## config.mk

```make
export PLATFORM = sky130hd
export DESIGN_NAME = accel_cmd_dispatch
export DESIGN_NICKNAME = d
export VERILOG_FILES = /design/src/rtl/accel_cmd_dispatch.sv
export SDC_FILE = /design/constraint.sdc
export NUM_CORES = 1
export LEC_CHECK = 0
export BUFFER_PORTS_ARGS = -buffer_cell sky130_fd_sc_hd__buf_4
export CAP_MARGIN = 30
export CORE_MARGIN = 3
export CORE_UTILIZATION = 25
export DETAILED_ROUTE_END_ITERATION = 16
export PLACE_DENSITY = 0.42
export REMOVE_ABC_BUFFERS = 1
export SLEW_MARGIN = 0
export SYNTH_ARGS = -nofsm -noshare
export SYNTH_HDL_FRONTEND = slang
export SYNTH_SLANG_ARGS = --single-unit
```

## constraint.sdc

```tcl
create_clock -name clk -period 11.7 [get_ports clk]
set_input_delay 1.755 -clock clk [delete_from_list [all_inputs] [get_ports clk]]
set_output_delay 1.755 -clock clk [all_outputs]
set_load 0.005 [all_outputs]
```

## src/rtl/accel_cmd_dispatch.sv

```systemverilog
// Command front-end for the systolic accelerator: buffers host commands, issues them one at a time, returns readback rows.
// Optional watchdog on the done wait is compiled in with `define CMD_TIMEOUT_EN.
module accel_cmd_dispatch #(
    parameter int         WIDTH_HEIGHT   = 8,
    parameter int         DATA_WIDTH     = 8,
    parameter int         MAX_MAT_WH     = 128,
    parameter int         CMD_DEPTH      = 4,
    parameter logic [2:0] RD_OPCODE      = 3'b101,
    parameter int         TIMEOUT_CYCLES = 4096
) (
    input  logic                                             clk,
    input  logic                                             reset,
    input  logic                                             cmd_valid,
    output logic                                             cmd_ready,
    input  logic [2:0]                                       cmd_opcode,
    input  logic [$clog2(WIDTH_HEIGHT)-1:0]                  cmd_dim_1,
    input  logic [$clog2(WIDTH_HEIGHT)-1:0]                  cmd_dim_2,
    input  logic [$clog2(WIDTH_HEIGHT)-1:0]                  cmd_dim_3,
    input  logic [7:0]                                       cmd_addr,
    input  logic [$clog2(MAX_MAT_WH/WIDTH_HEIGHT)-1:0]       cmd_submat_row,
    input  logic [$clog2(MAX_MAT_WH/WIDTH_HEIGHT)-1:0]       cmd_submat_col,
    input  logic [WIDTH_HEIGHT*DATA_WIDTH-1:0]               cmd_wr_data,
    output logic                                             start,
    output logic [2:0]                                       opcode,
    output logic [$clog2(WIDTH_HEIGHT)-1:0]                  dim_1,
    output logic [$clog2(WIDTH_HEIGHT)-1:0]                  dim_2,
    output logic [$clog2(WIDTH_HEIGHT)-1:0]                  dim_3,
    output logic [7:0]                                       addr_1,
    output logic [$clog2(MAX_MAT_WH/WIDTH_HEIGHT)-1:0]       accum_table_submat_row_in,
    output logic [$clog2(MAX_MAT_WH/WIDTH_HEIGHT)-1:0]       accum_table_submat_col_in,
    output logic [WIDTH_HEIGHT*DATA_WIDTH-1:0]               inputMem_wr_data,
    output logic [WIDTH_HEIGHT*DATA_WIDTH-1:0]               weightMem_wr_data,
    input  logic                                             done,
    input  logic [WIDTH_HEIGHT*DATA_WIDTH*2-1:0]             outputMem_rd_data,
    output logic                                             rsp_valid,
    input  logic                                             rsp_ready,
    output logic [WIDTH_HEIGHT*DATA_WIDTH*2-1:0]             rsp_data,
    output logic                                             busy,
    output logic [$clog2(CMD_DEPTH):0]                       cmd_count,
    output logic                                             err_timeout
);

    localparam int DIM_W = $clog2(WIDTH_HEIGHT);
    localparam int SUB_W = $clog2(MAX_MAT_WH/WIDTH_HEIGHT);
    localparam int ROW_W = WIDTH_HEIGHT*DATA_WIDTH;
    localparam int PTR_W = $clog2(CMD_DEPTH);
    localparam int CNT_W = PTR_W + 1;

    typedef struct packed {
        logic [2:0]       opcode;
        logic [DIM_W-1:0] dim_1;
        logic [DIM_W-1:0] dim_2;
        logic [DIM_W-1:0] dim_3;
        logic [7:0]       addr;
        logic [SUB_W-1:0] submat_row;
        logic [SUB_W-1:0] submat_col;
        logic [ROW_W-1:0] wr_data;
    } cmd_t;

    typedef enum logic [1:0] {IDLE, ISSUE, WAIT, RESP} state_t;

    state_t           state, state_n;
    cmd_t             fifo_mem [CMD_DEPTH];
    cmd_t             cmd_in, act;
    logic [PTR_W-1:0] wr_ptr, rd_ptr;
    logic [CNT_W-1:0] count;
    logic             push, pop, is_rd, wd_expire;

    assign cmd_in    = {cmd_opcode, cmd_dim_1, cmd_dim_2, cmd_dim_3, cmd_addr,
                        cmd_submat_row, cmd_submat_col, cmd_wr_data};
    assign cmd_ready = !reset && (count < CNT_W'(CMD_DEPTH));
    assign push      = cmd_valid && cmd_ready;
    assign is_rd     = (act.opcode == RD_OPCODE);
    assign cmd_count = count;

    assign opcode                    = act.opcode;
    assign dim_1                     = act.dim_1;
    assign dim_2                     = act.dim_2;
    assign dim_3                     = act.dim_3;
    assign addr_1                    = act.addr;
    assign accum_table_submat_row_in = act.submat_row;
    assign accum_table_submat_col_in = act.submat_col;
    assign inputMem_wr_data          = act.wr_data;
    assign weightMem_wr_data         = act.wr_data;

    always_comb begin
        state_n = state;
        pop     = 1'b0;
        case (state)
            IDLE: if (count != '0) begin
                pop     = 1'b1;
                state_n = ISSUE;
            end
            ISSUE: state_n = WAIT;
            WAIT: begin
                if (done)           state_n = is_rd ? RESP : IDLE;
                else if (wd_expire) state_n = IDLE;
            end
            RESP: if (rsp_ready) state_n = IDLE;
            default: state_n = IDLE;
        endcase
    end

    always_ff @(posedge clk) begin
        if (reset) begin
            state     <= IDLE;
            wr_ptr    <= '0;
            rd_ptr    <= '0;
            count     <= '0;
            act       <= '0;
            start     <= 1'b0;
            rsp_valid <= 1'b0;
            rsp_data  <= '0;
            busy      <= 1'b0;
        end else begin
            state <= state_n;
            if (push) begin
                fifo_mem[wr_ptr] <= cmd_in;
                wr_ptr           <= wr_ptr + 1'b1;
            end
            if (pop) begin
                act    <= fifo_mem[rd_ptr];
                rd_ptr <= rd_ptr + 1'b1;
            end
            count <= count + CNT_W'(push) - CNT_W'(pop);
            // start is high exactly for the ISSUE cycle
            start <= pop;
            if (state == WAIT && done && is_rd) begin
                rsp_valid <= 1'b1;
                rsp_data  <= outputMem_rd_data;
            end else if (state == RESP && rsp_ready) begin
                rsp_valid <= 1'b0;
            end
            busy <= (state != IDLE) || (count != '0);
        end
    end

`ifdef CMD_TIMEOUT_EN
    localparam int TO_W = $clog2(TIMEOUT_CYCLES + 1);

    logic [TO_W-1:0] wait_cnt;
    logic            err_q;

    assign wd_expire   = (state == WAIT) && (wait_cnt == TO_W'(TIMEOUT_CYCLES - 1));
    assign err_timeout = err_q;

    always_ff @(posedge clk) begin
        if (reset) begin
            wait_cnt <= '0;
            err_q    <= 1'b0;
        end else begin
            if (state == ISSUE)
                wait_cnt <= '0;
            else if (state == WAIT && !done)
                wait_cnt <= wait_cnt + 1'b1;
            if (wd_expire && !done)
                err_q <= 1'b1;
        end
    end
`else
    assign wd_expire = 1'b0;
    // Watchdog compiled out: flag is constant low while still referencing its limit.
    assign err_timeout = (TIMEOUT_CYCLES < 0);
`endif

endmodule

```

==> metrics <==
reg2reg path depth=3; worst slack at placement=6620 ps; CP Buf/Inv Count=2; Std-Cell Core Area=87000 µm²; share of layout cells above drive strength 1=0.394; Synth Instances=1407; cell depth of the worst hold path=2; initial antenna violation count=18; TritonCTS clock tree=built; worst path required time=9950 ps; WP depth=3; final total power=6.24 mW; clock tree buffer depth=3; total iterations of the first detailed-routing run=5; placed cell count=2913; syn avg cell area=15.7 µm²; final setup skew=58.9 ps; Hold Path Class=flip-flop to flip-flop; Post-synth EDFFs=368; vias=13700; final worst setup slack=7260 ps; CTS buffer count=71; max-slew violations=0; Crit path arrival time=2690 ps; Tmin final=4440 ps; Tightest Pin Transition=1050 ps; CP Capture Type=primary output; pwr dens=216 nW/µm²; Clock Latency Late Sink=610 ps; Yosys warning count=0; # fillers=8593; first-pass GRT wire length=97400 µm; largest net degree at the start of global routing=102; critical path class=input port to primary output; row count=108; sequential element share of the synthesized area=0.712; routed vias/inst=4.50; top_reg_cell synth=edfxtp_1; final setup vio count=0; Initial DRC Count=844; total negative setup slack=0 ps; vias in the first global route=14100; area of the multi-input gates=5230 µm²; relative max-transition margin=0.300; slowest CP cell=buf_4; max incr delay on CP=570 ps; Achievable Freq=225 MHz; overall routed net length=68800 µm; Top cell by count, worst path=buf_4; Startpoint Class=input port; final hold violation count=0; RSZ-0062 raised after global routing=no; count leader, synth=edfxtp_1; Max Cap Viol=0; Residual DRC=0; gpl congestion=0.793; Synth top area share=0.502; post-CTS sizing=0; Routed WL per cell=22.5 µm; Area Overhead vs Synth=31.0%; die span in y=303 µm; Yosys reg bits=600; root buffer cell=clkbuf_16; gr ovfl total=0; outcome=completed; die area=91700 µm²; Leak=10.4 nW; starting density of the core=0.253; worst-path cell chain=buf_4, nor2_1, buf_4; nets=2066; clk slew on worst S/H paths=60 ps; CP top delay family=buffers and inverters; CP Max Fanout=60; Total GRT Usage=0.144; Post-Layout Cell Count=3057; Synth cell types=40; most frequent cells after synthesis=368 x edfxtp_1, 232 x dfxtp_1, 132 x a21oi_1; H-tree levels=3; clock sinks=600; Area contributors post-synth=edfxtp_1 50%, dfxtp_1 21%, mux4_2 9.4%; register area=15700 µm²; die boundary width=303 µm; IO Port Bufs=515; VDD IR max=0.107 mV; Period Utilization, post-route=0.380; # Post-CTS Setup Buffers=0; Post-synth ARST share=0; io pins=517; antenna viol nets, final=0; Hold Buf Count CTS=0; synthesized area=22000 µm²; Yosys top cell by area=edfxtp_1; Final HPWL DP=45500 µm
[cells by family (layout without fill, tap and decap cells)]
| family | Yosys count | after routing | share of synthesized area |
|---|---|---|---|
| flip-flops | 600 | 600 | 0.712 |
| AO/OA/AOI/OAI | 361 | 361 | 0.0989 |
| buffers and inverters | 188 | 673 | 0.0519 |
| AND/OR/NAND/NOR | 156 | 156 | 0.0375 |
| multiplexers | 92 | 92 | 0.0940 |
| adder cells (fa/ha/maj) | 7 | 7 | 0.00432 |
| XOR/XNOR | 2 | 2 | 0.000795 |
| other | 1 | 11 | 0.000170 |
[placed cells by master (no fill, tap or decap), types with 2 or more instances in the layout]
master,netlist,routed
and2_4,0,4
nand3_1,129,129
buf_4,78,531
buf_16,0,3
nor2_1,6,6
inv_1,6,6
clkinv_2,0,11
nor3_1,2,2
clkinv_16,0,3
dfxtp_4,0,2
and3b_4,0,2
clkbuf_8,0,7
o21ai_1,2,2
ha_1,6,6
edfxtp_1,368,368
nand3b_1,4,4
a21oi_1,132,132
mux4_2,92,92
o21ai_0,126,126
inv_6,0,2
o31ai_1,2,2
clkinv_1,0,6
clkbuf_1,55,23
diode_2,0,10
a22oi_1,2,2
clkbuf_16,0,73
a22o_1,92,92
bufinv_16,0,4
dfxtp_1,232,230
[per-stage QoR]
step | area [µm²] | hold slack (ps) | util
after detailed placement | 26400 | 467 | 0.304
after global placement | 26400 | 463 | 0.303
after global routing | 28900 | 493 | 0.332
final | 28900 | 473 | 0.332
after floorplan | 20900 | 464 | -
after CTS | 28800 | 474 | 0.331
[final cells by class]
| class | count | area share |
|---|---|---|
| clock inverter | 28 | 0.0116 |
| antenna | 10 | 0.000867 |
| timing repair buffer | 536 | 0.142 |
| clock buffer | 103 | 0.0696 |
| inverter | 6 | 0.000780 |
| multi-input combinational | 619 | 0.181 |
| sequential | 600 | 0.544 |
| tap | 1155 | 0.0501 |
[where the power goes]
group / switching (mW) / internal [mW]
combinational: 0.622 / 0.731
sequential: 0.221 / 2.48
clock: 0.885 / 1.30
total: 1.73 / 4.51
[routing by layer]
layer  track usage  up-vias  routed length (µm)
li1              -     6250                   -
met1         0.182     6966               28800
met2         0.229      412               33000
met3        0.0520      105                5330
met4        0.0451       16                1560
met5             0        -                  97
[state kept, by name, indices dropped and copies added, names as in the netlist, 3 cells and up]
name / flops
dim_1: 3
cmd_count: 3
inputMem_wr_data: 64
accum_table_submat_row_in: 4
dim_3: 3
rsp_data: 128
opcode: 3
dim_2: 3
fifo_mem: 368
accum_table_submat_col_in: 4
addr_1: 8
[worst min-delay path: stages, from the launching register on]
cell	delay, ps
dfxtp_1	300
o21ai_0	60
a21oi_1	60
[worst paths after layout]
check,startpoint,endpoint,slack (ps)
max,reset,cmd_ready,7260
min,rsp_data[115]$_SDFFE_PP0P_,rsp_data[115]$_SDFFE_PP0P_,470
max reg2reg,cmd_count[2]$_SDFF_PP0_,fifo_mem[1][56]$_DFFE_PP_,8740
min reg2reg,rsp_data[115]$_SDFFE_PP0P_,rsp_data[115]$_SDFFE_PP0P_,470
No activity file was read; power rests on OpenSTA's default activity.
